$ cat src/rtl/datapath_pkg.sv
// Shared datapath definitions: move-sequencer state encoding and default bank geometry.
package datapath_pkg;

    typedef enum logic [1:0] {
        MV_IDLE = 2'd0,
        MV_XFER = 2'd1,
        MV_DONE = 2'd2
    } mv_state_t;

    localparam int DEF_WIDTH  = 32;
    localparam int DEF_N_REGS = 16;

endpackage

$ cat src/rtl/onehot_prio_enc.sv
// Priority encoder over a strobe vector: lowest set bit wins, plus any/multi flags.
module onehot_prio_enc #(
    parameter  int N     = 16,
    localparam int IDX_W = $clog2(N)
) (
    input  logic [N-1:0]     vec,
    output logic [IDX_W-1:0] idx,
    output logic             any,
    output logic             multi
);

    // Scan downward so the lowest asserted bit is the last assignment.
    always_comb begin
        idx = '0;
        for (int i = N - 1; i >= 0; i--) begin
            if (vec[i]) idx = IDX_W'(i);
        end
    end

    assign any   = |vec;
    assign multi = |(vec & (vec - N'(1)));

endmodule

$ cat src/rtl/reg_bank_bus.sv
// General register bank with priority bus source select and a register-to-register move sequencer.
// Optional R0_ZERO_EN: register 0 hardwired to zero, writes to it discarded.
//
// state   | meaning
// --------+----------------------------------------------------------------
// MV_IDLE | external strobes drive/load the bus; a move request is accepted
// MV_XFER | bus = reg[src_q], reg[dst_q] loads it; external strobes ignored
// MV_DONE | mv_done pulse, bus forced to 0; external strobes ignored
module reg_bank_bus
    import datapath_pkg::*;
#(
    parameter  int WIDTH  = DEF_WIDTH,
    parameter  int N_REGS = DEF_N_REGS,
    localparam int IDX_W  = $clog2(N_REGS)
) (
    input  logic              clk,
    input  logic              clr,
    input  logic [N_REGS-1:0] reg_in,
    input  logic [N_REGS-1:0] reg_out,
    input  logic              ext_out,
    input  logic [WIDTH-1:0]  ext_data,
    output logic [WIDTH-1:0]  bus,
    input  logic              mv_valid,
    input  logic [IDX_W-1:0]  mv_src,
    input  logic [IDX_W-1:0]  mv_dst,
    output logic              mv_ready,
    output logic              mv_done,
    output logic              err,
    input  logic              err_clr
);

    mv_state_t         state, state_nxt;
    logic [WIDTH-1:0]  regs [N_REGS];
    logic [IDX_W-1:0]  src_q, dst_q;
    logic              oor_q;
    logic [IDX_W-1:0]  enc_idx, rd_idx;
    logic              enc_any, enc_multi;
    logic              rd_en, bus_ext, accept, mv_oor, err_set;
    logic [N_REGS-1:0] wr_en;
    logic [WIDTH-1:0]  rd_data;

    onehot_prio_enc #(.N(N_REGS)) u_rd_enc (
        .vec   (reg_out),
        .idx   (enc_idx),
        .any   (enc_any),
        .multi (enc_multi)
    );

    // Only reachable when N_REGS is not a power of two.
    assign mv_oor = (int'(mv_src) >= N_REGS) || (int'(mv_dst) >= N_REGS);

    always_ff @(posedge clk or posedge clr) begin
        if (clr) state <= MV_IDLE;
        else     state <= state_nxt;
    end

    always_comb begin
        state_nxt = state;
        mv_ready  = 1'b0;
        mv_done   = 1'b0;
        accept    = 1'b0;
        rd_en     = 1'b0;
        rd_idx    = enc_idx;
        bus_ext   = 1'b0;
        case (state)
            MV_IDLE: begin
                mv_ready = 1'b1;
                rd_en    = enc_any;
                bus_ext  = ext_out && !enc_any;
                if (mv_valid) begin
                    accept    = 1'b1;
                    state_nxt = MV_XFER;
                end
            end
            MV_XFER: begin
                rd_en     = !oor_q;
                rd_idx    = src_q;
                state_nxt = MV_DONE;
            end
            MV_DONE: begin
                mv_done   = 1'b1;
                state_nxt = MV_IDLE;
            end
            default: state_nxt = MV_IDLE;
        endcase
    end

    always_ff @(posedge clk or posedge clr) begin
        if (clr) begin
            src_q <= '0;
            dst_q <= '0;
            oor_q <= 1'b0;
        end else if (accept) begin
            src_q <= mv_src;
            dst_q <= mv_dst;
            oor_q <= mv_oor;
        end
    end

    always_comb begin
        rd_data = '0;
        for (int i = 0; i < N_REGS; i++) begin
            if (rd_idx == IDX_W'(i)) rd_data = regs[i];
        end
    end

    always_comb begin
        bus = '0;
        if (rd_en)        bus = rd_data;
        else if (bus_ext) bus = ext_data;
    end

    always_comb begin
        wr_en = '0;
        if (state == MV_IDLE) begin
            wr_en = reg_in;
        end else if (state == MV_XFER && !oor_q) begin
            for (int i = 0; i < N_REGS; i++) begin
                if (dst_q == IDX_W'(i)) wr_en[i] = 1'b1;
            end
        end
`ifdef R0_ZERO_EN
        wr_en[0] = 1'b0;
`endif
    end

    always_ff @(posedge clk or posedge clr) begin
        if (clr) begin
            for (int i = 0; i < N_REGS; i++) regs[i] <= '0;
        end else begin
            for (int i = 0; i < N_REGS; i++) begin
                if (wr_en[i]) regs[i] <= bus;
            end
        end
    end

    // Multi-drive and bad move indices only count while external strobes are live.
    assign err_set = (state == MV_IDLE) &&
                     (enc_multi || (enc_any && ext_out) || (mv_valid && mv_oor));

    always_ff @(posedge clk or posedge clr) begin
        if (clr)          err <= 1'b0;
        else if (err_set) err <= 1'b1;
        else if (err_clr) err <= 1'b0;
    end

endmodule

$ cat config.mk
export PLATFORM = sky130hd
export DESIGN_NAME = reg_bank_bus
export DESIGN_NICKNAME = d
export VERILOG_FILES = /design/src/rtl/datapath_pkg.sv /design/src/rtl/onehot_prio_enc.sv /design/src/rtl/reg_bank_bus.sv
export SDC_FILE = /design/constraint.sdc
export NUM_CORES = 1
export LEC_CHECK = 0
export CORE_MARGIN = 3
export CORE_UTILIZATION = 39
export DETAILED_ROUTE_END_ITERATION = 6
export HOLD_SLACK_MARGIN = 0.15
export PLACE_DENSITY = 0.58
export RECOVER_POWER = 50
export SLEW_MARGIN = 20
export SYNTH_ARGS = -nofsm -noshare
export SYNTH_HDL_FRONTEND = slang
export SYNTH_SLANG_ARGS = --single-unit
$ cat constraint.sdc
create_clock -name clk -period 37.9 [get_ports clk]
set_clock_uncertainty 0.1 [all_clocks]
set_input_delay 7.58 -clock clk [delete_from_list [all_inputs] [get_ports clk]]
set_output_delay 7.58 -clock clk [all_outputs]
set_load 0.02 [all_outputs]
==> flow_metrics.env <==
export IMPL_startpoint_type="primary input"
export IMPL_numCtsBuffers=56
export IMPL_async_flop_share_pct=100
export IMPL_violations="DRC, capacitance limit, slew limit"
export IMPL_final_min_clock_period_ns=21.90
export IMPL_required_ns=30.22
export IMPL_post_place_ws_ns=17.58
export IMPL_drive_gt1_share_pct=12.0
export IMPL_grtUsageMet3_pct=4.57
export IMPL_hold_class="register to register"
export IMPL_area_growth_pct=14.3
export IMPL_hold_violations=0
export IMPL_finalNetCount=2782
export IMPL_clock_root_buffer="clkbuf_16"
export IMPL_grt_pass1_wl_microns=138000
export IMPL_initial_utilization_pct=39.7
export IMPL_core_area_sq_mm=0.0635
export IMPL_synth_edf_count=0
export IMPL_cp_end_kind="output port"
export IMPL_drtPass1Iterations=7
export IMPL_cts_hold_buf=0
export IMPL_clk_latency_ns=0.61
export IMPL_holdWs_ns=0.376
export IMPL_final_cell_area_sq_mm=0.0289
export IMPL_synth_main_ff_cell="dfrtp_1"
export IMPL_busiest_layer="met2"
export IMPL_seq_area_frac_synth_pct=51.8
export IMPL_clockBufferDepth=3
export IMPL_setup_ws_ns=16.00
export IMPL_die_area_sq_mm=0.0678
export IMPL_yosys_warnings=0
export IMPL_peakVddDrop_mv=0.0492
export IMPL_drtIter0Drc=2638
export IMPL_clkSlewWorstSetupHoldPaths_ns=0.06
export IMPL_grt_util_all_layers_pct=27.1
export IMPL_slew_limit_headroom_pct=-209
export IMPL_dieHeight_microns=260
export IMPL_grt_ovfl_total=0
export IMPL_synth_cell_type_count=80
export IMPL_via_count=21700
export IMPL_synthesis_instances=2713
export IMPL_slew_viol_final=568
export IMPL_final_antenna_net_count=0
export IMPL_setup_viol=0
export IMPL_max_cap_violations=9
export IMPL_post_place_cells=3492
export IMPL_yosys_register_bits=523
export IMPL_setup_tns_ns=0
export IMPL_avgSynthCellArea_sq_um=9.31
export IMPL_min_period_over_period_pct=57.8
export IMPL_numPortBuffers=111
export IMPL_syn_nets=2790
export IMPL_path_max_fanout=31
export IMPL_numClockSinks=523
export IMPL_antenna_found_initial=3
export IMPL_tritoncts="done"
export IMPL_final_common_cell="nand2_1"
export IMPL_finish_utilization_pct=45.4
export IMPL_num_antenna_cells=0
export IMPL_grt_max_degree=102
export IMPL_multi_input_area_sq_mm=0.0111
export IMPL_cts_max_level=2
export IMPL_worst_pin_slew_ns=4.60
export IMPL_via_per_inst=6.03
export IMPL_fmax_mhz=45.7
export IMPL_gp_congestion=0.877
export IMPL_final_cell_mix="nand2_1 (543), dfrtp_1 (523), o21ai_0 (441)"
export IMPL_postCtsSetupBuffers=0
export IMPL_grt_pass1_vias=21200
export IMPL_grt_met2_usage_pct=43.2
export IMPL_drc=4
export IMPL_p_leak_nw=12.5
export IMPL_wire_per_inst_microns=25.7
export IMPL_dp_hpwl_microns=55100
export IMPL_ctsResizeCount=0
export IMPL_fin_cells=3595
export IMPL_power_mw=2.22
export IMPL_die_w_microns=260
export IMPL_netlist_area_sq_mm=0.0253
export IMPL_routed_wl_microns=92300
export IMPL_rsz0062_at_grt="no"
export IMPL_criticalPathCategory="primary input to output port"
export IMPL_placed_area_sq_mm=0.0270
export IMPL_power_density_mw_per_mm2=76.9
export IMPL_cp_arrival_ns=14.22
export IMPL_use_met1_pct=36.4
export IMPL_status="finished with violations"
export IMPL_ios=112
export IMPL_regArea_sq_mm=0.0131
export IMPL_fp_row_count=92
export IMPL_fillCellCount=6121
-- routing by layer --
layer | up-vias | wire (microns)
met3 | 219 | 7370
met5 | - | 10
met2 | 1049 | 42600
met1 | 10800 | 38200
li1 | 9631 | -
met4 | 2 | 4170
-- path summary, 6_finish.rpt --
| path | from | to | slack, ns | cells after the start |
|---|---|---|---|---|
| hold reg to reg | regs[331]$_DFFE_PP0P_ | regs[331]$_DFFE_PP0P_ | 0.38 | 2 |
| setup / recovery | reg_out[4] | bus[26] | 16.00 | 12 |
| setup reg to reg | state[1]$_DFFE_PP0P_ | regs[196]$_DFFE_PP0P_ | 31.52 | 12 |
| min in group asynchronous | clr | dst_q[0]$_DFFE_PP0P_ | 8.71 | 2 |
| max in group asynchronous | clr | regs[106]$_DFFE_PP0P_ | 20.31 | 4 |
| hold / removal | regs[331]$_DFFE_PP0P_ | regs[331]$_DFFE_PP0P_ | 0.38 | 2 |
-- critical path, cell delays in order --
cell and delay, ns:
dlygate4sd3_1 0.68, nor4_1 0.48, nand3_1 0.29, o31ai_4 0.26, clkbuf_1 1.73, nand4_1 0.91, nor2_1 0.80, a22oi_1 0.16
o21ai_0 0.16, o21ai_2 0.26, inv_1 0.23, clkdlybuf4s50_1 0.64
-- Yosys cell counts (9+ instances only) --
master | instances | area share (%)
a211oi_1 | 22 | 0.65
a21o_1 | 18 | 0.54
a21oi_1 | 110 | 2.2
a221oi_1 | 11 | 0.38
a22o_1 | 13 | 0.45
a22oi_1 | 18 | 0.54
a2bb2oi_1 | 11 | 0.38
a31oi_1 | 47 | 1.2
and2_1 | 10 | 0.25
and3_1 | 27 | 0.67
buf_2 | 70 | 1.4
buf_4 | 17 | 0.51
clkbuf_1 | 151 | 2.2
dfrtp_1 | 523 | 52
inv_1 | 36 | 0.54
mux2_2 | 99 | 4.4
mux2i_1 | 40 | 1.6
nand2_1 | 544 | 8.1
nand3_1 | 71 | 1.4
nand4_1 | 9 | 0.22
nor2_1 | 82 | 1.2
nor3_1 | 28 | 0.55
o2111ai_1 | 10 | 0.35
o211ai_1 | 24 | 0.71
o21ai_0 | 441 | 8.7
o21ai_1 | 61 | 1.2
o221ai_1 | 14 | 0.49
o22ai_1 | 24 | 0.59
o2bb2ai_1 | 11 | 0.38
or3_1 | 17 | 0.42
-- power breakdown --
group | switching, mW | internal, mW | leakage [nW] | total (mW)
combinational | 0.446 | 0.258 | 4.61 | 0.704
clock | 0.235 | 0.338 | 0.954 | 0.573
sequential | 0.139 | 0.801 | 6.94 | 0.940
total | 0.821 | 1.40 | 12.5 | 2.22
-- registers in the layout (all words and copies together), names as in the netlist --
signal,cells
state,2
err,1
regs,512
dst_q,4
src_q,4
-- kinds of logic (layout without fill, tap and decap cells) --
family	after synthesis	count (layout)	share of synthesized area [%]
compound gates	929	929	22.6
flops	523	523	51.8
mux	144	144	6.45
simple gates	831	831	14.2
fa+ha+maj	2	2	0.0793
buf+inv	284	320	4.82
-- area by class of cell --
class                   instances  area share, %
clock buffers                  82           5.79
clock inverters                20          0.832
inverters                      41          0.538
multi-input cells            1906           38.4
flip-flops and latches        523           45.4
well taps                     846           3.67
repair buffers                177           5.45
No activity file was read; power rests on OpenSTA's default activity.
